==> src/rtl/motion_pkg.sv <==
// Shared types and default parameter values for the falling-ball motion engine.
package motion_pkg;

  typedef enum logic [1:0] {
    IDLE  = 2'd0,
    LEFT  = 2'd1,
    RIGHT = 2'd2
  } motion_state_t;

  localparam int          DEF_X_W         = 10;
  localparam int          DEF_Y_W         = 26;
  localparam int          DEF_X_MIN       = 0;
  localparam int          DEF_X_MAX       = 400;
  localparam int          DEF_X_INIT      = 164;
  localparam int unsigned DEF_Y_MAX       = 32'd67108863;
  localparam int          DEF_TICK_DIV    = 65536;
  localparam int          DEF_MAX_SPEED   = 4;
  localparam int          DEF_ACCEL_TICKS = 8;

endpackage

==> src/rtl/motion_ctrl_if.sv <==
// Button/command inputs and position/status outputs of the motion engine.
interface motion_ctrl_if #(
  parameter int X_W = 10,
  parameter int Y_W = 26
);

  logic           left;
  logic           right;
  logic           pause;
  logic           recenter;
  logic [X_W-1:0] x_pos;
  logic [Y_W-1:0] y_pos;
  logic           tick;
  logic           at_left;
  logic           at_right;
  logic           moving;

  // Controller side: drives buttons, observes position and status.
  modport master (
    output left, right, pause, recenter,
    input  x_pos, y_pos, tick, at_left, at_right, moving
  );

  // Engine side.
  modport slave (
    input  left, right, pause, recenter,
    output x_pos, y_pos, tick, at_left, at_right, moving
  );

endinterface

==> src/rtl/motion_ctrl_tick_prescaler.sv <==
// Free-running divider producing a one-cycle movement tick every TICK_DIV cycles.
module tick_prescaler
  import motion_pkg::*;
#(
  parameter int TICK_DIV = DEF_TICK_DIV
) (
  input  logic clkdiv,
  input  logic reset,
  output logic tick
);

  localparam int              CNT_W = (TICK_DIV > 1) ? $clog2(TICK_DIV) : 1;
  localparam logic [CNT_W-1:0] LAST = CNT_W'(TICK_DIV - 1);

  logic [CNT_W-1:0] cnt;

  // Count 0..TICK_DIV-1 and wrap; restart from 0 on reset.
  always_ff @(posedge clkdiv or posedge reset) begin
    if (reset) begin
      cnt <= '0;
    end else if (cnt == LAST) begin
      cnt <= '0;
    end else begin
      cnt <= cnt + 1'b1;
    end
  end

  assign tick = (cnt == LAST);

endmodule

==> src/rtl/motion_ctrl.sv <==
// Position engine: synchronised buttons drive an IDLE/LEFT/RIGHT FSM with a
// speed ramp and clamped x; y is a pausable wrapping scroll counter.
module motion_ctrl
  import motion_pkg::*;
#(
  parameter int          X_W         = DEF_X_W,
  parameter int          Y_W         = DEF_Y_W,
  parameter int          X_MIN       = DEF_X_MIN,
  parameter int          X_MAX       = DEF_X_MAX,
  parameter int          X_INIT      = DEF_X_INIT,
  parameter int unsigned Y_MAX       = DEF_Y_MAX,
  parameter int          TICK_DIV    = DEF_TICK_DIV,
  parameter int          MAX_SPEED   = DEF_MAX_SPEED,
  parameter int          ACCEL_TICKS = DEF_ACCEL_TICKS
) (
  input  logic         clkdiv,
  input  logic         reset,
  motion_ctrl_if.slave bus
);

  localparam int SPD_W  = $clog2(MAX_SPEED + 1);
  localparam int RAMP_W = (ACCEL_TICKS > 1) ? $clog2(ACCEL_TICKS) : 1;

  localparam logic [X_W-1:0]    X_MIN_V   = X_W'(X_MIN);
  localparam logic [X_W-1:0]    X_MAX_V   = X_W'(X_MAX);
  localparam logic [X_W-1:0]    X_INIT_V  = X_W'(X_INIT);
  localparam logic [Y_W-1:0]    Y_LAST    = Y_W'(Y_MAX);
  localparam logic [SPD_W-1:0]  SPD_MAX   = SPD_W'(MAX_SPEED);
  localparam logic [SPD_W-1:0]  SPD_ONE   = SPD_W'(1);
  localparam logic [RAMP_W-1:0] RAMP_LAST = RAMP_W'(ACCEL_TICKS - 1);

  // Clamp a one-bit-wider signed candidate back into [X_MIN, X_MAX].
  function automatic logic [X_W-1:0] clamp_x(input logic signed [X_W:0] v);
    logic signed [X_W:0] lo;
    logic signed [X_W:0] hi;
    lo = $signed({1'b0, X_MIN_V});
    hi = $signed({1'b0, X_MAX_V});
    if (v < lo) begin
      return X_MIN_V;
    end else if (v > hi) begin
      return X_MAX_V;
    end else begin
      return v[X_W-1:0];
    end
  endfunction

  // Next speed step, saturating at MAX_SPEED.
  function automatic logic [SPD_W-1:0] sat_spd(input logic [SPD_W-1:0] s);
    if (s >= SPD_MAX) begin
      return SPD_MAX;
    end else begin
      return s + 1'b1;
    end
  endfunction

  logic tick;

  tick_prescaler #(
    .TICK_DIV (TICK_DIV)
  ) u_prescaler (
    .clkdiv (clkdiv),
    .reset  (reset),
    .tick   (tick)
  );

  // Button synchronisers: _p0 is the metastability catcher, _p1 is safe to use.
  logic left_p0, left_p1, right_p0, right_p1;
  logic l_s, r_s;

  // Two-flop synchronisers for the asynchronous buttons.
  always_ff @(posedge clkdiv or posedge reset) begin
    if (reset) begin
      left_p0  <= 1'b0;
      left_p1  <= 1'b0;
      right_p0 <= 1'b0;
      right_p1 <= 1'b0;
    end else begin
      left_p0  <= bus.left;
      left_p1  <= left_p0;
      right_p0 <= bus.right;
      right_p1 <= right_p0;
    end
  end

  assign l_s = left_p1;
  assign r_s = right_p1;

  // Motion state and datapath registers.
  motion_state_t     state, state_n;
  logic [SPD_W-1:0]  spd, spd_n;
  logic [RAMP_W-1:0] ramp, ramp_n;
  logic [X_W-1:0]    x_r, x_n;
  logic [Y_W-1:0]    y_r, y_n;
  logic              want_l, want_r;
  logic signed [X_W:0] x_wide, spd_wide;

  assign want_l   = l_s & ~r_s;
  assign want_r   = r_s & ~l_s;
  assign x_wide   = $signed({1'b0, x_r});
  assign spd_wide = $signed((X_W + 1)'(spd_n));

  // Next-state, speed ramp and x/y update; only tick edges or recenter move anything.
  always_comb begin
    state_n = state;
    spd_n   = spd;
    ramp_n  = ramp;
    x_n     = x_r;
    y_n     = y_r;

    if (bus.recenter) begin
      state_n = IDLE;
      spd_n   = '0;
      ramp_n  = '0;
      x_n     = X_INIT_V;
    end else if (tick) begin
      unique case (state)
        IDLE: begin
          if (want_l) begin
            state_n = LEFT;
            spd_n   = SPD_ONE;
            ramp_n  = '0;
          end else if (want_r) begin
            state_n = RIGHT;
            spd_n   = SPD_ONE;
            ramp_n  = '0;
          end
        end
        LEFT, RIGHT: begin
          if ((state == LEFT && want_l) || (state == RIGHT && want_r)) begin
            if (ramp == RAMP_LAST) begin
              ramp_n = '0;
              spd_n  = sat_spd(spd);
            end else begin
              ramp_n = ramp + 1'b1;
            end
          end else begin
            // Release, both buttons, or reversal: one idle tick with no movement.
            state_n = IDLE;
            spd_n   = '0;
            ramp_n  = '0;
          end
        end
        default: begin
          state_n = IDLE;
          spd_n   = '0;
          ramp_n  = '0;
        end
      endcase

      case (state_n)
        LEFT:    x_n = clamp_x(x_wide - spd_wide);
        RIGHT:   x_n = clamp_x(x_wide + spd_wide);
        default: x_n = x_r;
      endcase
    end

    if (tick && !bus.pause) begin
      y_n = (y_r == Y_LAST) ? '0 : y_r + 1'b1;
    end
  end

  // Register state, speed, ramp and positions.
  always_ff @(posedge clkdiv or posedge reset) begin
    if (reset) begin
      state <= IDLE;
      spd   <= '0;
      ramp  <= '0;
      x_r   <= X_INIT_V;
      y_r   <= '0;
    end else begin
      state <= state_n;
      spd   <= spd_n;
      ramp  <= ramp_n;
      x_r   <= x_n;
      y_r   <= y_n;
    end
  end

  assign bus.x_pos    = x_r;
  assign bus.y_pos    = y_r;
  assign bus.tick     = tick;
  assign bus.at_left  = (x_r == X_MIN_V);
  assign bus.at_right = (x_r == X_MAX_V);
  assign bus.moving   = (state != IDLE);

endmodule

==> src/flat_wrapper.sv <==
// flat-port wrapper written by rule: the top's interface ports become plain ports
module motion_ctrl_flat import motion_pkg::*;
#(
  parameter int          X_W         = DEF_X_W,
  parameter int          Y_W         = DEF_Y_W,
  parameter int          X_MIN       = DEF_X_MIN,
  parameter int          X_MAX       = DEF_X_MAX,
  parameter int          X_INIT      = DEF_X_INIT,
  parameter int unsigned Y_MAX       = DEF_Y_MAX,
  parameter int          TICK_DIV    = DEF_TICK_DIV,
  parameter int          MAX_SPEED   = DEF_MAX_SPEED,
  parameter int          ACCEL_TICKS = DEF_ACCEL_TICKS
)
  (clkdiv, reset, bus_left, bus_right, bus_pause, bus_recenter, bus_x_pos, bus_y_pos, bus_tick, bus_at_left, bus_at_right, bus_moving);
  motion_ctrl_if #(.X_W(X_W), .Y_W(Y_W)) bus_i ();
  input  logic clkdiv;
  input  logic reset;
  input wire logic [$bits(bus_i.left)-1:0] bus_left;
  input wire logic [$bits(bus_i.right)-1:0] bus_right;
  input wire logic [$bits(bus_i.pause)-1:0] bus_pause;
  input wire logic [$bits(bus_i.recenter)-1:0] bus_recenter;
  output wire logic [$bits(bus_i.x_pos)-1:0] bus_x_pos;
  output wire logic [$bits(bus_i.y_pos)-1:0] bus_y_pos;
  output wire logic [$bits(bus_i.tick)-1:0] bus_tick;
  output wire logic [$bits(bus_i.at_left)-1:0] bus_at_left;
  output wire logic [$bits(bus_i.at_right)-1:0] bus_at_right;
  output wire logic [$bits(bus_i.moving)-1:0] bus_moving;
  assign bus_i.left = bus_left;
  assign bus_i.right = bus_right;
  assign bus_i.pause = bus_pause;
  assign bus_i.recenter = bus_recenter;
  assign bus_x_pos = bus_i.x_pos;
  assign bus_y_pos = bus_i.y_pos;
  assign bus_tick = bus_i.tick;
  assign bus_at_left = bus_i.at_left;
  assign bus_at_right = bus_i.at_right;
  assign bus_moving = bus_i.moving;
  motion_ctrl #(.X_W(X_W), .Y_W(Y_W), .X_MIN(X_MIN), .X_MAX(X_MAX), .X_INIT(X_INIT), .Y_MAX(Y_MAX), .TICK_DIV(TICK_DIV), .MAX_SPEED(MAX_SPEED), .ACCEL_TICKS(ACCEL_TICKS)) u_core (.clkdiv(clkdiv), .reset(reset), .bus(bus_i));
endmodule
==> config.mk <==
export PLATFORM = sky130hd
export DESIGN_NAME = motion_ctrl_flat
export DESIGN_NICKNAME = d
export VERILOG_FILES = /design/src/rtl/motion_pkg.sv /design/src/rtl/motion_ctrl_if.sv /design/src/rtl/motion_ctrl_tick_prescaler.sv /design/src/rtl/motion_ctrl.sv /design/src/flat_wrapper.sv
export SDC_FILE = /design/constraint.sdc
export NUM_CORES = 1
export LEC_CHECK = 0
export ABC_AREA = 0
export ABC_CLOCK_PERIOD_IN_PS = 5600
export CORE_ASPECT_RATIO = 0.7
export CORE_MARGIN = 2
export CORE_UTILIZATION = 35
export CTS_CLUSTER_DIAMETER = 200
export DETAILED_ROUTE_END_ITERATION = 10
export PLACE_DENSITY = 0.56
export SETUP_SLACK_MARGIN = 0.1
export SLEW_MARGIN = 20
export SYNTH_ARGS = -nofsm -noshare
export SYNTH_HDL_FRONTEND = slang
export SYNTH_HIERARCHICAL = 1
export SYNTH_SLANG_ARGS = --single-unit
==> constraint.sdc <==
create_clock -name clkdiv -period 5.6 [get_ports clkdiv]
set_clock_uncertainty 0.1 [all_clocks]
set_input_delay 0.84 -clock clkdiv [delete_from_list [all_inputs] [get_ports clkdiv]]
set_output_delay 0.84 -clock clkdiv [all_outputs]
set_load 0.1 [all_outputs]
==> results.yml, run 1 <==
layout:
  drive_gt1_share_pct: 8.566
  nets: 522
  nFillCells: 1086
  multi_input_area_um2: 2305
  seq_area_um2: 1605
  stdcell_area_um2: 4949
  diodes: 0
  syn2layout_area_growth_pct: 21.36
floorplanning:
  rows: 32
  io_pins: 46
  core-area_um2: 11170
  initial_core_util_pct: 36.50
  die_w_um: 133.0
  die_y_um: 94.31
  dieArea_um2: 12540
clock_tree:
  clk_latency_ps: 330
  htree_num_levels: 3
  cts_hold_buffers: 0
  clkSinkCount: 64
  root_buffer: "clkbuf_16"
  cts_buffers: 9
  postCtsSetupBuffers: 0
  cts_tree: "yes"
  clock_path_buffers: 2
  cts_resized: 0
  path_clk_slew_ps: 50
setup_path:
  critical-path-top-delay-family: "simple AND/OR/NAND/NOR gates"
  cp-start-kind: "register"
  startpoint: "u_core/state[0]"
  cp-end-kind: "register"
  critPathSlowestCell: "or3b_2"
  cpPeakStageDelay_ps: 490
  crit_fanout: 7
  worstPathRequired_ps: 5700
  regToRegSetupSlack_ps: 1160
  cp.arrival_ps: 4550
  cp_cell_sequence: "inv_1 > ha_1 > nand4b_1 > nand2_1 > nand3b_1 > nand2_1 > a21oi_1 > nor2_1 > ha_1 > inv_1 > fa_1 > o21ba_2 > nor3_1 > or3b_2 > o211ai_1 > a21oi_2 > a32oi_1 > nand3_1"
  crit_buf_inv: 2
  timing_worst_setup_path_type: "register to register"
  ff2ff_path_depth: 18
  reg2reg_to: "u_core/bus.x_pos[6]"
  r2r_start: "u_core/state[0]"
power:
  max-vdd-ir-drop_mv: 0.1331
  cellPowerDensity_nw_per_um2: 203.2
  p_total_mw: 1.005
  p_leak_nw: 2.031
logic_synthesis:
  ys.flop_type: "dfrtp_1"
  ys_ff_latch: 64
  netlist_area_um2: 4078
  synth_edf_count: 0
  synth_seq_area_share_pct: 39.37
  synth_warnings: 6
  synth.net_count: 476
  syn_inst: 451
  async_reset_ff_share_pct: 100.0
  ys_types: 71
  syn_area_per_cell_um2: 9.041
detailed_routing:
  drcViolationCount: 0
  viasPerCell: 5.325
  wirelength_um: 9911
  first_pass_iters: 5
  post_drt_wl_per_cell_um: 15.13
  ant_nets: 0
  drt_iter0_drc: 246
  vias: 3488
grt:
  met3_usage_pct: 7.066
  track_usage_pct: 16.93
  overflow: 0
  grt_max_degree: 49
  met1_usage_pct: 26.15
  grt-busiest-layer: "met1"
  grt_pass1_vias: 3149
  antenna_found_initial: 0
  grt_pass1_wl_um: 16550
  use_met2_pct: 20.90
placement:
  portBuffers: 45
  placedInstanceArea_um2: 4672
  gp_congestion: 0.8979
  dp_hpwl_um: 7266
  dp_slack_ps: 975.1
job:
  cap_violations: 0
sta:
  setup_ws_ps: 1156
  fin_hold_ws_ps: 254.0
  final-hold-violation-count: 0
  finalSetupViolCount: 0
  post-route-period-util_pct: 79.36
  setup_tns_ps: 0
  drv_slew: 0
  relSlewSlack_pct: 29.81
  clock.fmax_mhz: 225.0
  min_period_ps: 4444
  grt_setup_unrepaired: "no"
  worst_pin_slew_ps: 1043
hold_path:
  min_path_cells: 0
  hold_path_class: "register to register"
  whs_endpoint: "u_core/l_s"
  min_from: "u_core/left_p0"
outcome:
  status: "finished, final reports clean"
routing by layer:
| metal | vias up | routed length [um] |
|---|---|---|
| li1 | 1707 | - |
| met1 | 1658 | 5279 |
| met2 | 109 | 3769 |
| met3 | 14 | 758 |
| met4 | 0 | 104 |
| met5 | - | 0 |
cells by family (layout without fill, tap and decap cells):
family,count (synthesis),count (layout),share of synthesized area [%]
buffers and inverters,38,89,4.112
xor gates and xnor gates,40,40,8.592
DFF,64,64,39.37
and+or+nand+nor,196,196,25.71
muxes,5,5,1.319
AOI/OAI and AO/OA,89,89,14.70
adders and majority gates,19,19,6.198
worst register-to-register path: stages, from the launching register on:
cell	delay, ps
dfrtp_1	450
inv_1	130
ha_1	320
nand4b_1	180
nand2_1	260
nand3b_1	130
nand2_1	80
a21oi_1	60
nor2_1	220
ha_1	210
inv_1	50
fa_1	420
o21ba_2	270
nor3_1	330
or3b_2	490
o211ai_1	120
a21oi_2	160
a32oi_1	230
nand3_1	110
synth_stat cells, drive strengths merged, types with 2 or more instances:
cell,n,share of area (%)
nand2b,7,1.1
and2b,2,0.37
a21oi,22,2.9
buf,6,1.2
a21o,4,0.74
and2,6,0.98
inv,24,2.2
clkbuf,8,0.74
or3,10,1.5
xor2,19,4.1
a211oi,4,0.86
nor2b,6,0.92
xnor2,21,4.5
nand4,15,2.7
a211o,2,0.43
fa,2,0.98
o32ai,3,0.64
nand3,24,2.9
and4,2,0.43
o21ai,21,2.6
dfstp,3,1.9
o21bai,2,0.37
or2,3,0.52
nand3b,3,0.55
or4,4,0.83
a221oi,2,0.58
nand4b,3,0.64
ha,17,5.2
o22ai,5,0.77
dfrtp,61,37
nor4,6,1.1
nor2,48,4.4
o31ai,3,0.55
and3,2,0.31
mux2,3,0.83
a22oi,5,0.92
a32oi,3,0.64
nor3,13,2.0
nand2,38,3.6
mux2i,2,0.49
how the worst max path moves through the flow:
stage               cells past startpoint                   to  slack [ps]
floorplan                               3         bus_at_right         150
global placement                       15  u_core/bus.x_pos[0]        1080
detailed placement                     15  u_core/bus.x_pos[6]         980
CTS                                    18  u_core/bus.x_pos[6]        1200
global route                           18  u_core/bus.x_pos[6]         860
finish                                 18  u_core/bus.x_pos[6]        1160
final cells by class:
type                       instances  share of cell area [%]
clock buffer                      11                   4.905
clock inverter                     5                  0.6574
inverter                          24                   1.846
multi-input combinational        349                   46.57
sequential                        64                   32.44
tap                              153                   3.869
timing repair buffer              49                   9.709
sequential cells by signal, summed over array words and instances, names as in the netlist:
signal                  cells
u_core/spd                  3
u_core/state                2
u_core/right_p0             1
u_core/bus.x_pos           10
u_core/r_s                  1
u_core/ramp                 3
u_core/u_prescaler/cnt     16
u_core/bus.y_pos           26
u_core/left_p0              1
u_core/l_s                  1
power breakdown:
group	switching [mW]	total, mW	internal, mW
Clock	0.203	0.512	0.309
Sequential	0.00132	0.466	0.464
Combinational	0.0192	0.0276	0.00842
Total	0.223	1.01	0.782
per-stage QoR:
stage	cells	utilization, %
finish	655	44.30
global placement	639	41.82
detailed placement	639	41.82
global route	655	44.30
floorplan	451	-
CTS	655	44.29
layout by cell type, fill, tap and decap left out, types with 11 or more instances in the layout:
| master | instances |
|---|---|
| nand3_1 | 24 |
| nor3_1 | 11 |
| inv_1 | 23 |
| o21ai_0 | 19 |
| a21oi_1 | 20 |
| xnor2_1 | 21 |
| nand4_1 | 14 |
| xor2_1 | 19 |
| ha_1 | 17 |
| clkdlybuf4s50_1 | 45 |
| nand2_1 | 37 |
| dfrtp_1 | 61 |
| nor2_1 | 48 |
Power figures use the tool's default switching activity.
==> run 2, diff against run 1 <==
--- a/config.mk
+++ b/config.mk
@@ -6,7 +6,7 @@
 export NUM_CORES = 1
 export LEC_CHECK = 0
 export ABC_AREA = 0
-export ABC_CLOCK_PERIOD_IN_PS = 5600
+export ABC_CLOCK_PERIOD_IN_PS = 4500
 export CORE_ASPECT_RATIO = 0.7
 export CORE_MARGIN = 2
 export CORE_UTILIZATION = 35
==> constraint.sdc (replaced) <==
create_clock -name clkdiv -period 4.5 [get_ports clkdiv]
set_clock_uncertainty 0.1 [all_clocks]
set_input_delay 0.675 -clock clkdiv [delete_from_list [all_inputs] [get_ports clkdiv]]
set_output_delay 0.675 -clock clkdiv [all_outputs]
set_load 0.1 [all_outputs]
==> results.yml, run 2 (synthesized netlist as in run 1, its figures left out) <==
grt:
  overflow: 0
  antenna_found_initial: 0
  track_usage_pct: 17.85
  grt_max_degree: 29
  grt_pass1_vias: 3404
  grt_pass1_wl_um: 17680
sta:
  fin_hold_ws_ps: 247.5
  min_period_ps: 4155
  grt_setup_unrepaired: "yes"
  final-hold-violation-count: 0
  post-route-period-util_pct: 92.33
  relSlewSlack_pct: 34.01
  drv_slew: 0
  clock.fmax_mhz: 240.7
  finalSetupViolCount: 0
  setup_tns_ps: 0
  worst_pin_slew_ps: 986.8
setup_path:
  crit_fanout: 8
  worstPathRequired_ps: 4650
  timing_worst_setup_path_type: "register to register"
  cp-start-kind: "register"
  cp-end-kind: "register"
  cp.arrival_ps: 4300
floorplanning:
  die_y_um: 94.31
  dieArea_um2: 12540
  die_w_um: 133.0
  initial_core_util_pct: 36.50
  core-area_um2: 11170
  rows: 32
  io_pins: 46
placement:
  gp_congestion: 0.8834
  dp_hpwl_um: 7591
  dp.cells: 640
  placedInstanceArea_um2: 4752
  portBuffers: 45
detailed_routing:
  first_pass_iters: 5
  post_drt_wl_per_cell_um: 16.02
  viasPerCell: 5.439
  wirelength_um: 10540
  drt_iter0_drc: 353
  vias: 3579
  drcViolationCount: 0
  ant_nets: 0
layout:
  stdcell_area_um2: 5091
  finalNonFillerCells: 658
  drive_gt1_share_pct: 13.07
  syn2layout_area_growth_pct: 24.85
  nets: 525
  diodes: 0
  mostFrequentLayoutCells: "dfrtp_1, nor2_1, clkdlybuf4s50_1"
  nFillCells: 1047
  final_common_cell: "dfrtp_1"
  largest_reg_flops: 26
power:
  p_leak_nw: 2.092
  cellPowerDensity_nw_per_um2: 259.0
  max-vdd-ir-drop_mv: 0.1671
job:
  cap_violations: 0
clock_tree:
  clkSinkCount: 64
  root_buffer: "clkbuf_16"
  cts_buffers: 9
  path_clk_slew_ps: 50
  clk_latency_ps: 330
  cts_tree: "yes"
  clock_path_buffers: 2
  htree_num_levels: 3
hold_path:
  hold_path_class: "register to register"
outcome:
  status: "finished, final reports clean"
-- run 2: changes by cell type in the layout (fill, tap and decap cells not counted), moves of 3 or more --
cell / change
buf_4: +6
o21ai_0: -4
clkdlybuf4s50_1: -3
ha_1: -3
inv_2: +3
o21ai_1: +3
-- run 2: power by group --
group,switching (mW),internal [mW],total [mW]
clock network,0.245,0.458,0.703
registers,0.00153,0.578,0.580
logic,0.0251,0.0111,0.0362
total,0.272,1.05,1.32
-- run 2: through the flow --
stage	setup WS [ps]	util (%)	power [mW]
2_1_floorplan	-117.1	-	0.6119
3_3_place_gp	179.1	42.54	0.6265
3_5_place_dp	246.1	42.54	0.6261
4_1_cts	186.2	45.25	1.335
5_1_grt	50.18	45.58	1.371
6_report	345.4	45.58	1.319
-- run 2: worst paths after layout --
check	slack, ps	from	to	cells after the start
max in group asynchronous	2900	reset	u_core/bus.x_pos[5]	3
max reg2reg	350	u_core/u_prescaler/cnt[2]	u_core/bus.x_pos[4]	17
min reg2reg	250	u_core/right_p0	u_core/r_s	0
max	350	u_core/u_prescaler/cnt[2]	u_core/bus.x_pos[4]	17
min in group asynchronous	610	reset	u_core/left_p0	2
min	250	u_core/right_p0	u_core/r_s	0
-- run 2: critical path: stages (launching register included) --
cell	delay, ps
dfrtp_1	410
and4_1	370
nand4_4	190
nor3_4	260
buf_4	190
nand3_1	80
o21ai_1	170
nor2_2	80
ha_2	190
fa_2	420
nor2b_1	220
or4_1	140
nand2_1	50
a2111oi_1	440
o22ai_1	170
buf_4	190
a311oi_1	250
a2bb2oi_1	180
-- run 2: timing repair --
item,in CTS,in global routing
buffers inserted,0,2
resized for setup,0,5
endpoints found under the setup margin,0,7
hold buffers,0,0
-- run 2: layout make-up --
type | count | area (um^2) | share of cell area, %
multi-input cells | 349 | 2406 | 47.26
flip-flops and latches | 64 | 1605 | 31.53
repair buffers | 52 | 495.5 | 9.732
clock buffers | 13 | 260.3 | 5.112
well taps | 153 | 191.4 | 3.760
inverters | 24 | 90.09 | 1.769
clock inverters | 3 | 42.54 | 0.8356
-- run 2: routing by layer --
layer / up-vias / GRT usage [%] / wire [um] / share of wire (%)
li1: 1705 / - / - / -
met1: 1721 / 27.79 / 5501 / 52
met2: 140 / 23.36 / 4080 / 39
met3: 13 / 5.286 / 844 / 8.0
met4: 0 / 4.839 / 112 / 1.1
met5: - / 0 / 0 / 0
==> RTL edit 1, RTL diff (config.mk and constraints of run 2) <==
Set the package constant `DEF_X_W` to 8 (it was 10).
--- a/src/rtl/motion_pkg.sv
+++ b/src/rtl/motion_pkg.sv
@@ -8,5 +8,5 @@
   } motion_state_t;
 
-  localparam int          DEF_X_W         = 10;
+  localparam int          DEF_X_W         = 8;
   localparam int          DEF_Y_W         = 26;
   localparam int          DEF_X_MIN       = 0;
Interface: changed (resized bus_x_pos); port bits go from 46 to 44. No check against the original RTL was run, so the function may have changed too.
==> RTL edit 1 against run 2 <==
  * Cell area down 6.4%
  * Fmax about the same
  * Area after synthesis down 7.7%
  * Routed wire length down 10%
  * Worst setup slack better by 0.00051 ns
  * Global-route usage down 0.19 points
  * Total power up 3.7%
  * Sequential cell count down 2
==> RTL edit 1: results <==
[clock_network]
cts_buffers = 9
path_clk_slew_ns = 0.06
max-clock-path-buffers = 2
root_buffer = "clkbuf_16"
clock_latency_ns = 0.33
htreeDepth = 3

[place]
post-place-ws_ns = 0.219
hpwl_um = 6790
gp_congestion = 0.903
placed_cells = 570
port_buffers = 43

[critical_path]
critical_path.slowest_cell = "or4b_1"
path_delay_family = "simple AND/OR/NAND/NOR gates"
slowest_delay_ns = 0.48
critPathMaxFanout = 7
arrival_ns = 4.30

[drt]
drt_first_iter_violations = 172
viasPerCell = 5.39
wl_per_cell_um = 16.1
first_pass_iters = 5

[hold_path]
hold_path.class = "flip-flop to flip-flop"

[pwr]
vdd_drop_max_uv = 203
total_leakage_power_nw = 2.04

[grt]
use_met3_pct = 6.16
grt_pass1_vias = 3068
grt_antenna_before_repair = 0
grt_pass1_wl_um = 16100
track_usage_pct = 17.7
use_met1_pct = 27.1
grt_max_degree = 47
grtUsageMet2_pct = 22.5

[run]
cap_violations = 0

[synth]
synth_common_cells = "dfrtp_1 (59), nor2_1 (41), nand2_1 (37)"
synth_nets = 425
synth_cells = 400
seq_area_frac_synth_pct = 41.3
yosysWarnings = 6
synth_area_leaders = "dfrtp_1 (39%), xnor2_1 (5.8%), ha_1 (5.7%)"
synth_cell_types = 69
async_reset_ff_share_pct = 100
syn-cell-area_um2 = 3760

[cells_and_area]
drive_above_1_share_pct = 12.7
largest_reg_flops = 26
final_cells = 587
fin_nets = 475
diodes = 0

[timing]
worst_pin_slew_ns = 0.986

[status]
status = "complete, no violations"
[RTL edit 1: cell count changes in the layout (fill, tap and decap cells not counted), moves of 5 or more]
| cell | before | now |
|---|---|---|
| and3_1 | 2 | 10 |
| nand3_1 | 24 | 17 |
| nand4_1 | 14 | 9 |
| nor2_1 | 47 | 40 |
| o21ai_0 | 15 | 10 |
| or3_1 | 10 | 4 |
[RTL edit 1: logic make-up after synthesis]
group	count (synthesis)	synth area share [%]
buffers and inverters	31	3.46
multiplexers	2	0.565
AND/OR/NAND/NOR	175	24.8
XOR/XNOR	43	10.0
flip-flops	62	41.3
adder cells (fa/ha/maj)	19	6.72
AO/OA/AOI/OAI	68	13.1
[RTL edit 1: worst reg2reg max path, delay by kind of cell (launching register included)]
family          cells  cell delay (ns)
simple gates        6             1.21
compound gates      6             1.13
fa+ha+maj           3             0.81
flops               1             0.45
xor+xnor            1             0.20
buf+inv             2             0.16
[RTL edit 1: worst paths after layout]
kind,from,endpoint,slack (ns),depth (start not counted)
worst max-delay path,u_core/state[1]$_DFFE_PP0P_,u_core/bus.x_pos[5]$_DFFE_PP1P_,0.35,18
worst min-delay path,u_core/right_p0$_DFF_PP0_,u_core/r_s$_DFF_PP0_,0.26,0
worst max register to register,u_core/state[1]$_DFFE_PP0P_,u_core/bus.x_pos[5]$_DFFE_PP1P_,0.35,18
worst min register to register,u_core/right_p0$_DFF_PP0_,u_core/r_s$_DFF_PP0_,0.26,0
max in group asynchronous,reset,u_core/state[1]$_DFFE_PP0P_,3.01,2
min in group asynchronous,reset,u_core/u_prescaler/cnt[2]$_DFF_PP0_,0.67,2
[RTL edit 1: final cells by class]
| cell class | instances | area [µm²] |
|---|---|---|
| clock buffers | 11 | 253 |
| clock inverters | 5 | 81.3 |
| fillers | 1009 | 5630 |
| inverters | 23 | 87.6 |
| multi-input cells | 307 | 2160 |
| flip-flops and latches | 62 | 1560 |
| well taps | 132 | 165 |
| repair buffers | 47 | 465 |
[RTL edit 1: report_power, final]
group          switching [mW]  leakage [nW]  total, mW  internal [mW]
clock network           0.258         0.162      0.773          0.515
registers             0.00131         0.831      0.561          0.560
logic                  0.0235          1.05     0.0336         0.0101
total                   0.283          2.04       1.37           1.08
[RTL edit 1: repair_timing]
item / 4_1_cts / 5_1_grt
hold buffers: 0 / 0
endpoints found under the setup margin: 0 / 7
gates resized for setup: 0 / 7
buffers inserted: 0 / 1
[RTL edit 1: stage by stage]
stage	area (µm²)	util [%]
2_1_floorplan	3830	-
3_5_place_dp	4390	42.2
3_3_place_gp	4390	42.2
5_1_grt	4770	45.8
4_1_cts	4720	45.4
6_report	4770	45.8
[RTL edit 1: metal layers]
layer  vias to the layer above  wire (µm)
met5                         -          0
met1                      1518       4980
li1                       1523          -
met4                         0        123
met2                       113       3650
met3                        11        713
==> RTL edit 2, RTL diff (settings of run 2) <==
Made on the original files. The 3 states of `motion_state_t` get a one-hot encoding in 3 bits.
--- a/src/rtl/motion_pkg.sv
+++ b/src/rtl/motion_pkg.sv
@@ -2,8 +2,8 @@
 package motion_pkg;
 
-  typedef enum logic [1:0] {
-    IDLE  = 2'd0,
-    LEFT  = 2'd1,
-    RIGHT = 2'd2
+  typedef enum logic [2:0] {
+    IDLE  = 3'b001,
+    LEFT  = 3'b010,
+    RIGHT = 3'b100
   } motion_state_t;
 
Check against the original RTL: same outputs for any inputs over 10 cycles, from zero or initial values and one cycle with reset high; not proved beyond that.
==> RTL edit 2 against run 2 <==
  * Routed wire length is 2.1% higher
  * Sequential share of layout area is 0.37 points higher
  * Die area is 1.4% higher
  * Sequential power rose by 1%
  * Sequential cell count increased by 1
  * Combinational power about the same
  * First-iteration DRC count down 40%
  * Via count up 0.31%
  * Cell area up 0.47%
  * Worst hold slack about the same
  * Worst setup slack better by 0.044 ns
  * Area after synthesis up 1.5%
  * Total power is essentially flat
  * Critical endpoint is now u_core/bus.x_pos[3]$_DFFE_PP0P_
  * Largest cell class unchanged
  * Largest power group unchanged
==> RTL edit 2: results <==
[status]
status = "complete, no violations"

[drt]
finalWirelength_um = 10800
first_pass_iters = 4
drt_first_iter_violations = 213
via_count = 3590

[synth]
synth_common_cells = "dfrtp_1 (61), nor2_1 (45), nand2_1 (32)"
syn_area_per_cell_um2 = 9.09
seq_area_frac_synth_pct = 39.4
synth_area_leaders = "dfrtp_1 (37%), xnor2_1 (5.1%), xor2_1 (4.2%)"
synth_cell_types = 67
yosysWarnings = 6
synth_nets = 476
async_reset_ff_share_pct = 100

[grt]
track_usage_pct = 18.0
grt_antenna_before_repair = 0
grt_max_degree = 50
grt_pass1_wl_um = 18000
grt_pass1_vias = 3527

[cells_and_area]
final_cells = 661
drive_above_1_share_pct = 12.7
diodes = 0
largest_reg_flops = 26
fin_nets = 520

[critical_path]
rr_worst_depth = 14
arrival_ns = 4.25
startpoint = "u_core/u_prescaler/cnt[2]$_DFF_PP0_"
critPathMaxFanout = 8
critPathKind = "flip-flop to flip-flop"
rr_endpoint = "u_core/bus.x_pos[3]$_DFFE_PP0P_"

[pwr]
vdd_drop_max_uv = 222
total_leakage_power_nw = 2.10

[place]
port_buffers = 45
post-place-ws_ns = 0.229
hpwl_um = 7790
placed_cells = 645
gp_congestion = 0.927
placed_area_um2 = 4790

[clock_network]
max-clock-path-buffers = 2
cts_buffers = 9
root_buffer = "clkbuf_16"
htreeDepth = 3
path_clk_slew_ns = 0.06
clock_latency_ns = 0.33

[timing]
min_period_over_period_pct = 91.3
fin_tns_setup_ns = 0
maxSlewHeadroom_pct = 31.5

[hold_path]
hold_path.class = "flip-flop to flip-flop"
==> RTL edit 2: changes by cell type in the layout (fill, tap and decap cells not counted), moves of 4 or more <==
cell and change:
inv_1 -4, nor2b_1 +5, a31oi_1 +4, a21oi_1 +4
and3_1 +8, nand2_1 -4, o21a_1 +4, nor3_1 +5
nand4_1 -5, nor2_1 -5
==> RTL edit 2: where the power goes <==
group          leakage [nW]  internal (mW)  switching, mW
logic                  1.09        0.00962         0.0265
registers             0.871          0.587        0.00116
clock network         0.142          0.442          0.252
total                  2.10           1.04          0.279
==> RTL edit 2: critical path, stage by stage (launching register included) <==
cell       delay, ns
dfrtp_1         0.41
and4_2          0.32
nand4_4         0.16
nor3_4          0.35
o2111ai_4       0.23
a21oi_1         0.21
a21oi_1         0.12
ha_1            0.34
nor2b_1         0.14
o21a_1          0.17
a221o_1         0.38
or3_4           0.39
a21oi_4         0.27
a31oi_1         0.18
a22oi_1         0.24
==> RTL edit 2: cell type report <==
class                      count  area (µm²)
clock inverter                 5        55.1
tap                          157         196
sequential                    65        1630
multi-input combinational    355        2440
fill                        1116        6490
timing repair buffer          49         473
clock buffer                  11         243
inverter                      19        71.3
==> RTL edit 2: layer usage <==
layer | vias to the layer above | share of wire, % | GRT usage, %
met5 | - | 0 | 0
met4 | 0 | 1.6 | 6.47
met3 | 16 | 7.7 | 4.46
met2 | 125 | 41 | 26.6
met1 | 1730 | 50 | 25.5
li1 | 1719 | - | -
==> RTL edit 2: kinds of logic after synthesis <==
| logic type | share of synthesized area, % |
|---|---|
| compound gates | 15.6 |
| xor+xnor | 9.31 |
| fa+ha+maj | 4.90 |
| buf+inv | 3.57 |
| flops | 39.4 |
| mux | 0.242 |
| simple gates | 26.9 |
==> RTL edit 2: how the worst min path moves through the flow <==
stage	end	slack, ns	depth (start not counted)	start
6_report	u_core/r_s$_DFF_PP0_	0.25	0	u_core/right_p0$_DFF_PP0_
5_1_grt	u_core/r_s$_DFF_PP0_	0.26	0	u_core/right_p0$_DFF_PP0_
4_1_cts	u_core/r_s$_DFF_PP0_	0.25	0	u_core/right_p0$_DFF_PP0_
3_5_place_dp	u_core/r_s$_DFF_PP0_	0.24	0	u_core/right_p0$_DFF_PP0_
3_3_place_gp	u_core/l_s$_DFF_PP0_	0.24	0	u_core/left_p0$_DFF_PP0_
2_1_floorplan	u_core/l_s$_DFF_PP0_	0.23	0	u_core/left_p0$_DFF_PP0_
==> RTL edit 2: timing repair <==
action | in CTS | in global routing
gates resized for setup | 0 | 5
buffers inserted | 0 | 0
setup endpoints to repair | 0 | 1
